File: src/rtl/serial_frame_rx.sv
// Framed asynchronous serial receiver: start bit, p_WIDTH data bits LSB first, one stop bit.
// Received words land in a one-entry holding register with a valid/ack handshake.
module serial_frame_rx #(
  parameter int unsigned p_WIDTH  = 8,
  parameter int unsigned p_PERIOD = 16
) (
  input  logic               i_clk,
  input  logic               i_reset_n,
  input  logic               i_rx,
  input  logic               i_rx_enable,
  output logic [p_WIDTH-1:0] ov_data,
  output logic               o_data_valid,
  input  logic               i_data_ack,
  output logic               o_frame_error,
  output logic               o_overrun,
  input  logic               i_err_clear,
  output logic               o_busy
);

  localparam int unsigned CntW = $clog2(p_PERIOD);
  localparam int unsigned IdxW = $clog2(p_WIDTH);
  localparam logic [CntW-1:0] CntHalf = CntW'(p_PERIOD / 2 - 1);
  localparam logic [CntW-1:0] CntLast = CntW'(p_PERIOD - 1);
  localparam logic [IdxW-1:0] IdxLast = IdxW'(p_WIDTH - 1);

  typedef enum logic [2:0] {StIdle, StStart, StData, StStop, StBreak} state_e;

  state_e             state_q;
  logic               rx_m_q, rx_s_q;
  logic [CntW-1:0]    cnt_q;
  logic [IdxW-1:0]    idx_q;
  logic [p_WIDTH-1:0] shreg_q;
  logic [p_WIDTH-1:0] data_q;
  logic               valid_q, ferr_q, ovr_q;

  always_ff @(posedge i_clk or negedge i_reset_n) begin
    if (!i_reset_n) begin
      state_q <= StIdle;
      rx_m_q  <= 1'b1;
      rx_s_q  <= 1'b1;
      cnt_q   <= '0;
      idx_q   <= '0;
      shreg_q <= '0;
      data_q  <= '0;
      valid_q <= 1'b0;
      ferr_q  <= 1'b0;
      ovr_q   <= 1'b0;
    end else begin
      rx_m_q <= i_rx;
      rx_s_q <= rx_m_q;
      cnt_q  <= cnt_q + 1'b1;

      if (i_data_ack && valid_q) valid_q <= 1'b0;
      // Clear first so a set event on the same edge overrides it.
      if (i_err_clear) begin
        ferr_q <= 1'b0;
        ovr_q  <= 1'b0;
      end

      if (!i_rx_enable) begin
        state_q <= StIdle;
        cnt_q   <= '0;
      end else begin
        unique case (state_q)
          StIdle: begin
            cnt_q <= '0;
            if (!rx_s_q) state_q <= StStart;
          end
          StStart: begin
            if (cnt_q == CntHalf) begin
              cnt_q   <= '0;
              idx_q   <= '0;
              state_q <= rx_s_q ? StIdle : StData;
            end
          end
          StData: begin
            if (cnt_q == CntLast) begin
              cnt_q   <= '0;
              shreg_q <= {rx_s_q, shreg_q[p_WIDTH-1:1]};
              idx_q   <= idx_q + IdxW'(1);
              if (idx_q == IdxLast) state_q <= StStop;
            end
          end
          StStop: begin
            if (cnt_q == CntLast) begin
              cnt_q <= '0;
              if (rx_s_q) begin
                state_q <= StIdle;
                // An ack on this same cycle frees the register for the new word.
                if (!valid_q || i_data_ack) begin
                  data_q  <= shreg_q;
                  valid_q <= 1'b1;
                end else begin
                  ovr_q <= 1'b1;
                end
              end else begin
                ferr_q  <= 1'b1;
                state_q <= StBreak;
              end
            end
          end
          StBreak: begin
            cnt_q <= '0;
            if (rx_s_q) state_q <= StIdle;
          end
          default: state_q <= StIdle;
        endcase
      end
    end
  end

  assign ov_data       = data_q;
  assign o_data_valid  = valid_q;
  assign o_frame_error = ferr_q;
  assign o_overrun     = ovr_q;
  assign o_busy        = (state_q != StIdle);

endmodule

File: config.mk
export PLATFORM = sky130hd
export DESIGN_NAME = serial_frame_rx
export DESIGN_NICKNAME = d
export VERILOG_FILES = /design/src/rtl/serial_frame_rx.sv
export SDC_FILE = /design/constraint.sdc
export NUM_CORES = 1
export LEC_CHECK = 0
export CORE_AREA = 2 2 56 58
export DETAILED_ROUTE_END_ITERATION = 10
export DIE_AREA = 0 0 58 60
export PLACE_DENSITY = 0.77
export SETUP_SLACK_MARGIN = 0.2
export SKIP_LAST_GASP = 1
export SYNTH_ARGS = -nofsm -noshare
export SYNTH_HDL_FRONTEND = slang
export SYNTH_SLANG_ARGS = --single-unit
export TNS_END_PERCENT = 30
File: constraint.sdc
create_clock -name i_clk -period 1.96 [get_ports i_clk]
set_input_delay 0.392 -clock i_clk [delete_from_list [all_inputs] [get_ports i_clk]]
set_output_delay 0.392 -clock i_clk [all_outputs]
set_load 0.02 [all_outputs]
---- Word-level counts from Yosys, hierarchy flattened ----
Index checks and enable logic that the tools add are counted.
operators by class
  add/sub/neg operators ................... 2
  equal/unequal tests ..................... 15
  mux-type cells .......................... 34
  reductions and logical operators ........ 12
operators with widths
  cell                   count
  $mux W3                10
  $ne A3 B3 Y1 const B   6
  $mux W1                17
  $pmux W3 S5            1
  $mux W4                3
  $pmux W4 S3            1
  $eq A3 B2 Y1 const B   2
  $eq A3 B3 Y1 const B   2
  $pmux W3 S2            1
  $reduce_and A6 Y1      1
  $reduce_and A5 Y1      1
  $add A4 B1 Y4 const B  1
  $eq A4 B3 Y1 const B   1
  $eq A4 B4 Y1 const B   1
  $ne A2 B2 Y1 const B   2
  $reduce_and A4 Y1      1
  $reduce_or A2 Y1       2
  $add A3 B1 Y3 const B  1
  $eq A3 B1 Y1 const B   1
  $logic_not A3 Y1       1
  $reduce_and A3 Y1      1
  $reduce_bool A3 Y1     1
  $mux W2                1
  $reduce_bool A2 Y1     1
  3 further kinds        3
storage, ports and cells
  flip-flop bits (word level) ............. 31
  logic and storage cells ................. 73

---- Depth between registers and ports, before layout ----
Gate-level depths: netlist (run 1).
  word-level depth ........................ 7
  gate-level depth with buffers ........... 7
  depth with buffers taken out ............ 4

---- Worst setup path after synthesis (run 1) ----
No wires, ideal clock.
  path kind ............................... reg-to-reg
  start ................................... reg cnt_q[0]
  end ..................................... reg shreg_q[0]
  setup time .............................. 0.125 ns
  arrival ................................. 1.567 ns
  required time ........................... 1.835 ns
  setup slack ............................. 0.268 ns
  cell stages (with the launch flop) ...... 8
  clock period less this slack ............ 1.692 ns
  path through ............................ dfrtp_1 ha_1 buf_6 and4_1 buf_4 and2_4 buf_6 mux2_4
on the way
  longest elaborated chain between the ends .. 2
ends and longest elaborated chain
  what                         line  RTL
  from (decl)                  30    logic [CntW-1:0] cnt_q;
  from (signal assigned)       51    cnt_q <= cnt_q + 1'b1;
  $eq A4 B4 Y1                 77    if (cnt_q == CntLast) begin
  $reduce_and A3 Y1 (no line)  --
  to (signal assigned)         79    shreg_q <= {rx_s_q, shreg_q[p_WIDTH-1:1]};
  to (decl)                    32    logic [p_WIDTH-1:0] shreg_q;
Every way passes these cells.
A chain may end at the register's enable or synchronous reset.

---- Worst setup path after layout (run 1) ----
  start ................................... reg data_q[7], in the netlist ov_data[7]
  end ..................................... out ov_data[7]
RTL lines
  what                    line  RTL
  from (decl)             33    logic [p_WIDTH-1:0] data_q;
  from (signal assigned)  91    data_q <= shreg_q;
  to (decl)               11    output logic [p_WIDTH-1:0] ov_data,
No word-level cell between the ends.

==> results of run 1 <==
-- where the power goes --
group	switching (W)	leakage, nW	total, W	internal, W
logic	0.0000365	0.411	0.0000655	0.0000290
clock network	0.000224	0.0482	0.000525	0.000301
registers	0.00000487	0.412	0.000652	0.000647
-- per-stage QoR --
stage | instance area [um^2] | setup slack, ps
3_3_place_gp | 1704 | 58.38
5_1_grt | 1802 | 163.8
3_5_place_dp | 1704 | 27.33
2_1_floorplan | 1484 | 267.7
6_report | 1802 | 224.1
4_1_cts | 1785 | 190.0
-- flip-flops by register name (all words and copies together), names as in the netlist --
signal,flops
idx_q,3
cnt_q,4
o_frame_error,1
state_q,3
ov_data,8
rx_s_q,1
shreg_q,8
rx_m_q,1
o_data_valid,1
o_overrun,1
-- synthesized netlist by cell type, types with 2 or more instances --
cell / number / area (um^2)
a31oi_1: 2 / 12.51
nand2_1: 4 / 15.01
nand3_1: 4 / 20.02
buf_2: 2 / 10.01
a32o_1: 2 / 20.02
dfrtp_1: 29 / 725.7
nor2_1: 2 / 7.510
mux2i_1: 2 / 20.02
and3_1: 2 / 12.51
mux2_4: 16 / 240.2
o22ai_1: 2 / 12.51
buf_6: 2 / 22.52
inv_1: 6 / 22.52
nor3b_1: 2 / 15.01
nand2b_1: 3 / 18.77
ha_1: 3 / 37.54
dfstp_2: 2 / 52.55
o21ai_0: 2 / 10.01
-- worst min path at each step --
stage | endpoint | slack [ps] | cells after the start
3_5_place_dp | rx_s_q$_DFF_PN1_ | 350 | 0
5_1_grt | rx_s_q$_DFF_PN1_ | 370 | 0
2_1_floorplan | cnt_q[0]$_DFF_PN0_ | 100 | 0
3_3_place_gp | rx_s_q$_DFF_PN1_ | 350 | 0
6_report | rx_s_q$_DFF_PN1_ | 360 | 0
4_1_cts | rx_s_q$_DFF_PN1_ | 360 | 0
-- cell type report --
| cell class | count | area [um^2] | share of cell area |
|---|---|---|---|
| clock inverters | 2 | 35.03 | 0.01944 |
| multi-input cells | 69 | 653.1 | 0.3625 |
| inverters | 6 | 22.52 | 0.01250 |
| repair buffers | 24 | 220.2 | 0.1222 |
| flip-flops and latches | 31 | 778.2 | 0.4319 |
| well taps | 33 | 41.29 | 0.02292 |
| clock buffers | 6 | 51.30 | 0.02847 |
-- repair_timing --
action | CTS | global route
pin swaps | 0 | 1
setup endpoints to repair | 5 | 23
gates cloned | 0 | 0
gates resized for setup | 4 | 4
-- cell families (layout without fill, tap and decap cells) --
family	after synthesis	count (layout)	synth area share
buffers and inverters	12	38	0.04469
AO/OA/AOI/OAI	16	16	0.08010
flip-flops	31	31	0.5245
XOR/XNOR	2	2	0.01181
multiplexers	18	18	0.1754
adder cells (fa/ha/maj)	3	3	0.02530
AND/OR/NAND/NOR	30	30	0.1383
-- per-layer routing --
metal | global-route usage | vias to the layer above | wire length (um)
li1 | - | 451 | -
met1 | 0.2364 | 473 | 1169
met2 | 0.2614 | 17 | 1258
met3 | 0.07143 | 2 | 120
met4 | 0.06977 | 0 | 27
met5 | 0 | - | 0
==> flow_summary_export.csv, run 1 <==
group,metric,value,unit
timing,max_freq,576.1,MHz
detailed_routing,drcViolationCount,0,
worst_setup_path,start_kind,"flip-flop",
worst_setup_path,reg2regPathDepth,4,
worst_hold_path,hold_path.startpoint,"rx_m_q$_DFF_PN1_",
timing,fin_tns_setup,0,ps
die,core_area,2903,um^2
pwr,p_leak,0.8710,nW
timing,min_period,1736,ps
worst_setup_path,crit_path_end_kind,"output port",
logic_synthesis,synth.distinct_cells,43,
worst_setup_path,worstPathArrival,1340,ps
worst_setup_path,cp_slowest_cell,"clkdlybuf4s50_1",
worst_setup_path,cp_top_family,"buffers and inverters",
detailed_routing,dr.pass1.iters,4,
place,hpwlAfterDp,1843,um
global_route,grt_max_degree,32,
logic_synthesis,synth_seq_cells,31,
final_layout,fillCellCount,232,
worst_setup_path,rr_endpoint,"idx_q[1]$_DFFE_PN0P_",
final_layout,mostFrequentLayoutCells,"dfrtp_1 (29), mux2_4 (16), clkdlybuf4s50_1 (15)",
logic_synthesis,synth.avg_cell_area,13.25,um^2
global_route,gr-total-overflow,0,
run_status,status,"complete, no violations",
place,portBuffers,17,
clock_tree,clock_path_buffers,2,
clock_tree,cts_made_buffers,5,
timing,rsz0062_at_grt,"yes",
detailed_routing,drtAntennaViolNets,0,
logic_synthesis,yosysWarningCount,0,
worst_setup_path,cp_slowest_stage_delay,610,ps
timing,maxSlewViolCount,0,
timing,max_slew.worst_pin.slew,376.9,ps
pwr,irDropWorstVdd,0.0007173,V
worst_setup_path,cp_num_buf_inv,1,
global_route,track_usage,0.1780,
logic_synthesis,syn_inst,112,
detailed_routing,dr_total_vias,943,
worst_setup_path,startpoint,"ov_data[7]$_DFFE_PN0P_",
final_layout,antenna_cells,0,
final_layout,drive_gt1_frac,0.2899,
clock_tree,clk_latency,350,ps
global_route,grt_pass1_vias,928,
final_layout,final_core_util,0.6207,
job,maxCapViolCount,0,
die,rows,20,
timing,fin_crit_sh,0.8857,
die,num_io_pins,18,
clock_tree,holdBufCountCts,0,
clock_tree,postCtsSetupBuffers,0,
place,place_inst,163,
worst_setup_path,endpoint,"ov_data[7]",
logic_synthesis,ys.flop_type,"dfrtp_1",
worst_hold_path,hold_path.class,"reg2reg",
timing,relSlewSlack,0.7487,
logic_synthesis,ys_seq_area_frac,0.5245,
detailed_routing,post_drt_wl_per_cell,15.06,um
worst_setup_path,crit_cells,1,
worst_setup_path,critPathMaxFanout,2,
timing,hold_viol_final,0,
logic_synthesis,synthesis.nets,121,
detailed_routing,via_per_inst,5.515,
final_layout,area_growth,21.42,%
place,gp_congestion,0.8930,
die,die_y,60,um
clock_tree,cts-root-buf,"clkbuf_4",
clock_tree,cts_tree,"done",
pwr,power,0.001243,W
final_layout,fin_cells,171,
detailed_routing,wirelength,2575,um
detailed_routing,first_iter_violations,25,
timing,finClkSkew,15.55,ps
timing,whs,360.3,ps
pwr,power_density,689.9,nW/um^2
worst_setup_path,required,1570,ps
die,start_util,0.5112,
logic_synthesis,synth_edf_count,0,
clock_tree,path_clk_slew,110,ps
timing,setup_viol,0,
worst_setup_path,crit_type,"reg2out",
final_layout,fin_nets,146,
worst_setup_path,crit_chain,"clkdlybuf4s50_1",
final_layout,final_common_cell,"dfrtp_1",
worst_setup_path,ff2ff_setup_slack,330,ps
logic_synthesis,async_flop_share,1.000,
worst_setup_path,r2r-start,"state_q[1]$_DFFE_PN0P_",
logic_synthesis,syn_area,1484,um^2
clock_tree,cts.sinks,31,
clock_tree,h-tree-depth,2,
global_route,antenna_found_initial,0,
die,die_w,58,um
die,dieArea,3480,um^2
global_route,grt_pass1_wl,4491,um
Power figures use the tool's default switching activity.
==> inputs of run 2 (changes only) <==
--- a/config.mk
+++ b/config.mk
@@ -5,10 +5,12 @@
 export SDC_FILE = /design/constraint.sdc
 export NUM_CORES = 1
 export LEC_CHECK = 0
-export CORE_AREA = 2 2 56 58
+export CAP_MARGIN = 30
+export CORE_AREA = 2 2 69 71
 export DETAILED_ROUTE_END_ITERATION = 10
-export DIE_AREA = 0 0 58 60
-export PLACE_DENSITY = 0.77
+export DIE_AREA = 0 0 71 73
+export PLACE_DENSITY = 0.55
+export REMOVE_ABC_BUFFERS = 1
 export SETUP_SLACK_MARGIN = 0.2
 export SKIP_LAST_GASP = 1
 export SYNTH_ARGS = -nofsm -noshare
==> run 2 against run 1 <==
- register-to-register slack is essentially flat
- cell count grew 13%
- via count grew 1.5%
- total power grew 11%
- combinational power shrank 0.8%
- clock-buffer cell count is the same
- sequential power is essentially flat
- maximum frequency grew 4.5%
- critical endpoint is now o_frame_error
==> flow_summary_export.csv, run 2 (same netlist as run 1, synthesis figures left out) <==
group,metric,value,unit
run_status,status,"complete, no violations",
clock_tree,cts-root-buf,"clkbuf_8",
final_layout,fin_nets,147,
worst_setup_path,cp_slowest_cell,"clkdlybuf4s50_1",
worst_setup_path,startpoint,"o_frame_error$_DFF_PN0_",
worst_setup_path,critPathMaxFanout,2,
clock_tree,postCtsSetupBuffers,0,
worst_setup_path,reg2regPathDepth,4,
worst_setup_path,crit_chain,"clkdlybuf4s50_1",
final_layout,drive_gt1_frac,0.2806,
global_route,grt_pass1_vias,1036,
pwr,irDropWorstVdd,0.0006162,V
place,hpwlAfterDp,2016,um
timing,relSlewSlack,0.7417,
timing,fin_crit_sh,0.8477,
place,place_inst,185,
pwr,p_clk_frac,0.481,
job,maxCapViolCount,0,
clock_tree,cts.sinks,31,
timing,rsz0062_at_grt,"no",
timing,max_freq,601.9,MHz
pwr,switching_share,0.2136,
timing,max_slew.worst_pin.slew,387.5,ps
timing,finClkSkew,2.808,ps
pwr,p_seq_frac,0.472,
worst_setup_path,crit_cells,1,
pwr,power_density,747.3,nW/um^2
clock_tree,path_clk_slew,70,ps
detailed_routing,via_per_inst,4.959,
final_layout,fin_cells,193,
detailed_routing,drcViolationCount,0,
clock_tree,holdBufCountCts,0,
worst_setup_path,cp_top_family,"buffers and inverters",
detailed_routing,first_iter_violations,54,
clock_tree,clk_latency,290,ps
clock_tree,cts_tree,"done",
pwr,pwr-share-comb,0.047,
worst_setup_path,worstPathArrival,1270,ps
detailed_routing,dr_total_vias,957,
global_route,gr-total-overflow,0,
die,die_w,71,um
pwr,p_leak,0.8728,nW
die,die_y,73,um
die,num_io_pins,18,
timing,maxSlewViolCount,0,
final_layout,fillCellCount,424,
place,gp_congestion,0.8067,
worst_setup_path,cp_num_buf_inv,1,
worst_setup_path,rr_endpoint,"idx_q[2]$_DFFE_PN0P_",
worst_setup_path,crit_path_end_kind,"output port",
die,start_util,0.3272,
final_layout,mostFrequentLayoutCells,"dfrtp_1 (29), mux2_4 (16), clkdlybuf4s50_1 (16)",
detailed_routing,drtAntennaViolNets,0,
clock_tree,cts_made_buffers,5,
global_route,grt_max_degree,32,
timing,fin_tns_setup,0,ps
detailed_routing,wirelength,2721,um
timing,hold_viol_final,0,
detailed_routing,post_drt_wl_per_cell,14.10,um
worst_setup_path,r2r-start,"state_q[1]$_DFFE_PN0P_",
worst_setup_path,required,1570,ps
timing,setup_viol,0,
worst_setup_path,start_kind,"flip-flop",
global_route,antenna_found_initial,0,
worst_hold_path,hold_path.class,"reg2reg",
worst_setup_path,endpoint,"o_frame_error",
clock_tree,h-tree-depth,2,
clock_tree,clock_path_buffers,2,
die,dieArea,5183,um^2
place,portBuffers,17,
pwr,p_switching,0.0002954,W
timing,min_period,1661,ps
global_route,grt_pass1_wl,4802,um
pwr,internal_power,0.001087,W
die,core_area,4536,um^2
final_layout,final_common_cell,"dfrtp_1",
final_layout,antenna_cells,0,
detailed_routing,dr.pass1.iters,4,
final_layout,area_growth,24.70,%
global_route,track_usage,0.1217,
worst_setup_path,cp_slowest_stage_delay,620,ps
worst_setup_path,ff2ff_setup_slack,340,ps
worst_setup_path,crit_type,"reg2out",
die,rows,25,
## run 2: repair_timing
action / in CTS / in global routing
pin swaps: 0 / 0
setup endpoints to repair: 1 / 1
endpoints found under the hold margin: 0 / 0
resized for setup: 2 / 1
## run 2: power groups by stage
stage,Combinational (W),Sequential [W],Clock [W]
after floorplan,0.0000247,0.000667,0
after global placement,0.0000667,0.000664,0
after detailed placement,0.0000687,0.000664,0
after CTS,0.0000678,0.000652,0.000675
after global routing,0.0000735,0.000653,0.000707
final,0.0000650,0.000652,0.000666
## run 2: area by class of cell
class	instances	area, um^2	share of cell area
Clock buffer	6	82.58	0.04462
Clock inverter	2	35.03	0.01893
Inverter	6	22.52	0.01217
Multi-Input combinational cell	69	639.4	0.3455
Sequential cell	31	778.2	0.4206
Tap cell	54	67.56	0.03651
Timing Repair Buffer	25	225.2	0.1217
## run 2: worst min-delay path by stage
stage | from | end | slack (ps) | depth (start not counted)
floorplan | i_reset_n | cnt_q[0]$_DFF_PN0_ | 100 | 0
global route | rx_m_q$_DFF_PN1_ | rx_s_q$_DFF_PN1_ | 370 | 0
CTS | rx_m_q$_DFF_PN1_ | rx_s_q$_DFF_PN1_ | 360 | 0
finish | rx_m_q$_DFF_PN1_ | rx_s_q$_DFF_PN1_ | 360 | 0
global placement | rx_m_q$_DFF_PN1_ | rx_s_q$_DFF_PN1_ | 350 | 0
detailed placement | rx_m_q$_DFF_PN1_ | rx_s_q$_DFF_PN1_ | 350 | 0
## run 2: per-layer routing
metal | wire length, um | global-route usage | up-vias
met1 | 1246 | 0.1473 | 471
met2 | 1299 | 0.1963 | 27
met5 | 0 | 0 | -
met3 | 117 | 0.03729 | 5
met4 | 57 | 0.06289 | 0
li1 | - | - | 454
## run 2: stage by stage
step | instance area (um^2) | total power (W) | setup slack, ps | util | hold WS [ps]
4_1_cts | 1856 | 0.001395 | 222.6 | 0.4091 | 358.1
2_1_floorplan | 1440 | 0.0006916 | 340.3 | - | 96.41
5_1_grt | 1851 | 0.001434 | 210.6 | 0.4080 | 365.6
3_5_place_dp | 1738 | 0.0007331 | 66.71 | 0.3832 | 348.2
6_report | 1851 | 0.001383 | 298.5 | 0.4080 | 356.3
3_3_place_gp | 1738 | 0.0007307 | 76.41 | 0.3832 | 347.4
==> inputs of run 3 (changes only) <==
--- a/config.mk
+++ b/config.mk
@@ -9,7 +9,7 @@
 export CORE_AREA = 2 2 69 71
 export DETAILED_ROUTE_END_ITERATION = 10
 export DIE_AREA = 0 0 71 73
-export PLACE_DENSITY = 0.55
+export PLACE_DENSITY = 0.57
 export REMOVE_ABC_BUFFERS = 1
 export SETUP_SLACK_MARGIN = 0.2
 export SKIP_LAST_GASP = 1
==> constraint.sdc (replaced) <==
create_clock -name i_clk -period 1.35 [get_ports i_clk]
set_input_delay 0.27 -clock i_clk [delete_from_list [all_inputs] [get_ports i_clk]]
set_output_delay 0.27 -clock i_clk [all_outputs]
set_load 0.02 [all_outputs]
==> run 3 against run 2 <==
- the flow now finishes with violations (setup timing)
- total power is 45% higher
- worst hold slack worse by 1.1 ps
- first-iteration DRC count is 15% lower
- sequential share of layout area is 3.1 points lower
- register-to-register slack worse by 500 ps
- flip-flop and latch count stayed put
- die area stayed put
- cell count is 7.8% higher
- routed wire length is 5.7% higher
- setup slack worse by 460 ps
- combinational power is 98% higher
==> flow_summary_export.csv, run 3 (same netlist as run 1, synthesis figures left out) <==
group,metric,value,unit
run_status,status,"finished with violations",
run_status,failed_checks,"setup timing",
global_route,grt_max_degree,32,
final_layout,final_core_util,0.4403,
global_route,use_met2,0.2035,
global_route,grt_pass1_wl,4954,um
timing,fin_tns_setup,-4464,ps
timing,fin_crit_sh,1.117,
global_route,grt_pass1_vias,1032,
pwr,irDropWorstVdd,0.0004406,V
timing,setup_viol,33,
final_layout,mostFrequentLayoutCells,"dfrtp_1 (29), buf_4 (18), mux2_4 (16)",
job,maxCapViolCount,0,
pwr,p_leak,0.9586,nW
worst_setup_path,critPathMaxFanout,2,
final_layout,antenna_cells,0,
global_route,grt.busiest_layer,"met2",
clock_tree,cts-root-buf,"clkbuf_8",
clock_tree,h-tree-depth,2,
timing,min_period,1509,ps
global_route,track_usage,0.1259,
die,start_util,0.3272,
worst_setup_path,cp_slowest_stage_delay,610,ps
worst_setup_path,cp_num_buf_inv,1,
clock_tree,clock_path_buffers,2,
die,rows,25,
die,die_y,73,um
final_layout,drive_gt1_frac,0.3961,
detailed_routing,dr.pass1.iters,4,
clock_tree,cts.sinks,31,
timing,hold_viol_final,0,
final_layout,final_common_cell,"dfrtp_1",
worst_setup_path,worstPathArrival,1240,ps
detailed_routing,post_drt_wl_per_cell,13.83,um
worst_setup_path,start_kind,"flip-flop",
worst_setup_path,crit_path_end_kind,"output port",
place,hpwlAfterDp,2049,um
detailed_routing,drcViolationCount,0,
final_layout,area_growth,34.57,%
timing,rsz0062_at_grt,"yes",
worst_setup_path,r2r-start,"state_q[1]$_DFFE_PN0P_",
die,die_w,71,um
clock_tree,path_clk_slew,70,ps
detailed_routing,via_per_inst,4.904,
timing,max_freq,662.9,MHz
die,num_io_pins,18,
worst_hold_path,hold_path.class,"in2async",
worst_setup_path,cp_top_family,"buffers and inverters",
place,gp_congestion,0.8677,
timing,relSlewSlack,0.8250,
global_route,grt_use_met1,0.1528,
global_route,use_met3,0.04282,
die,core_area,4536,um^2
place,portBuffers,17,
timing,fin_ws,-158.6,ps
worst_setup_path,required,1080,ps
clock_tree,cts_tree,"done",
worst_setup_path,crit_type,"reg2out",
global_route,antenna_found_initial,0,
final_layout,fin_nets,162,
clock_tree,cts_made_buffers,5,
worst_setup_path,crit_chain,"clkdlybuf4s50_1",
detailed_routing,drtAntennaViolNets,0,
clock_tree,clk_latency,280,ps
timing,maxSlewViolCount,0,
worst_setup_path,startpoint,"ov_data[5]$_DFFE_PN0P_",
timing,max_slew.worst_pin.slew,259.7,ps
final_layout,fillCellCount,409,
detailed_routing,first_iter_violations,46,
clock_tree,holdBufCountCts,0,
worst_setup_path,cp_slowest_cell,"clkdlybuf4s50_1",
detailed_routing,wirelength,2877,um
global_route,gr-total-overflow,0,
detailed_routing,dr_total_vias,1020,
pwr,power_density,1004,nW/um^2
die,dieArea,5183,um^2
timing,finClkSkew,4.338,ps
==> run 3: power by group <==
part	internal [W]	total [W]	switching (W)	leakage, nW
registers	0.000941	0.000946	0.00000541	0.412
clock network	0.000596	0.000929	0.000333	0.0612
logic	0.0000657	0.000129	0.0000635	0.485
==> run 3: worst paths after layout <==
| check | to | slack [ps] | cells after the start |
|---|---|---|---|
| min in group i_clk | rx_s_q$_DFF_PN1_ | 360 | 0 |
| max reg2reg | idx_q[2]$_DFFE_PN0P_ | -160 | 5 |
| max | ov_data[5] | -160 | 1 |
| min reg2reg | rx_s_q$_DFF_PN1_ | 360 | 0 |
| min | o_data_valid$_DFF_PN0_ | 360 | 2 |
| max in group asynchronous | rx_m_q$_DFF_PN1_ | 750 | 2 |
==> run 3: per-stage QoR <==
stage               total power [W]  instance area [um^2]  setup WS, ps  hold slack (ps)  instances
floorplan                  0.001004                  1440        -269.7           -25.59        106
global placement           0.001083                  1848        -462.5            348.4        198
detailed placement         0.001086                  1848        -468.5            347.3        198
CTS                        0.002043                  1997        -180.6            356.6        208
global route               0.002113                  1997        -230.0            363.5        208
finish                     0.002004                  1997        -158.6            355.1        208
==> run 3: timing repair <==
action	in CTS	in global routing
pin swaps	3	1
setup buffers	2	0
endpoints found under the setup margin	41	41
resized for setup	11	7
==> run 3: layer usage <==
layer	wire length, um	share of wire
met1	1279	0.44
met2	1414	0.49
met3	121	0.042
met4	61	0.021
met5	0	0
==> run 3: final cells by class <==
cell class              count  area, um^2  share of cell area
flip-flops and latches     31       778.2              0.3897
clock inverters             2       35.03             0.01754
repair buffers             40       355.3              0.1779
inverters                   6       22.52             0.01128
well taps                  54       67.56             0.03383
multi-input cells          69       655.6              0.3283
clock buffers               6       82.58             0.04135
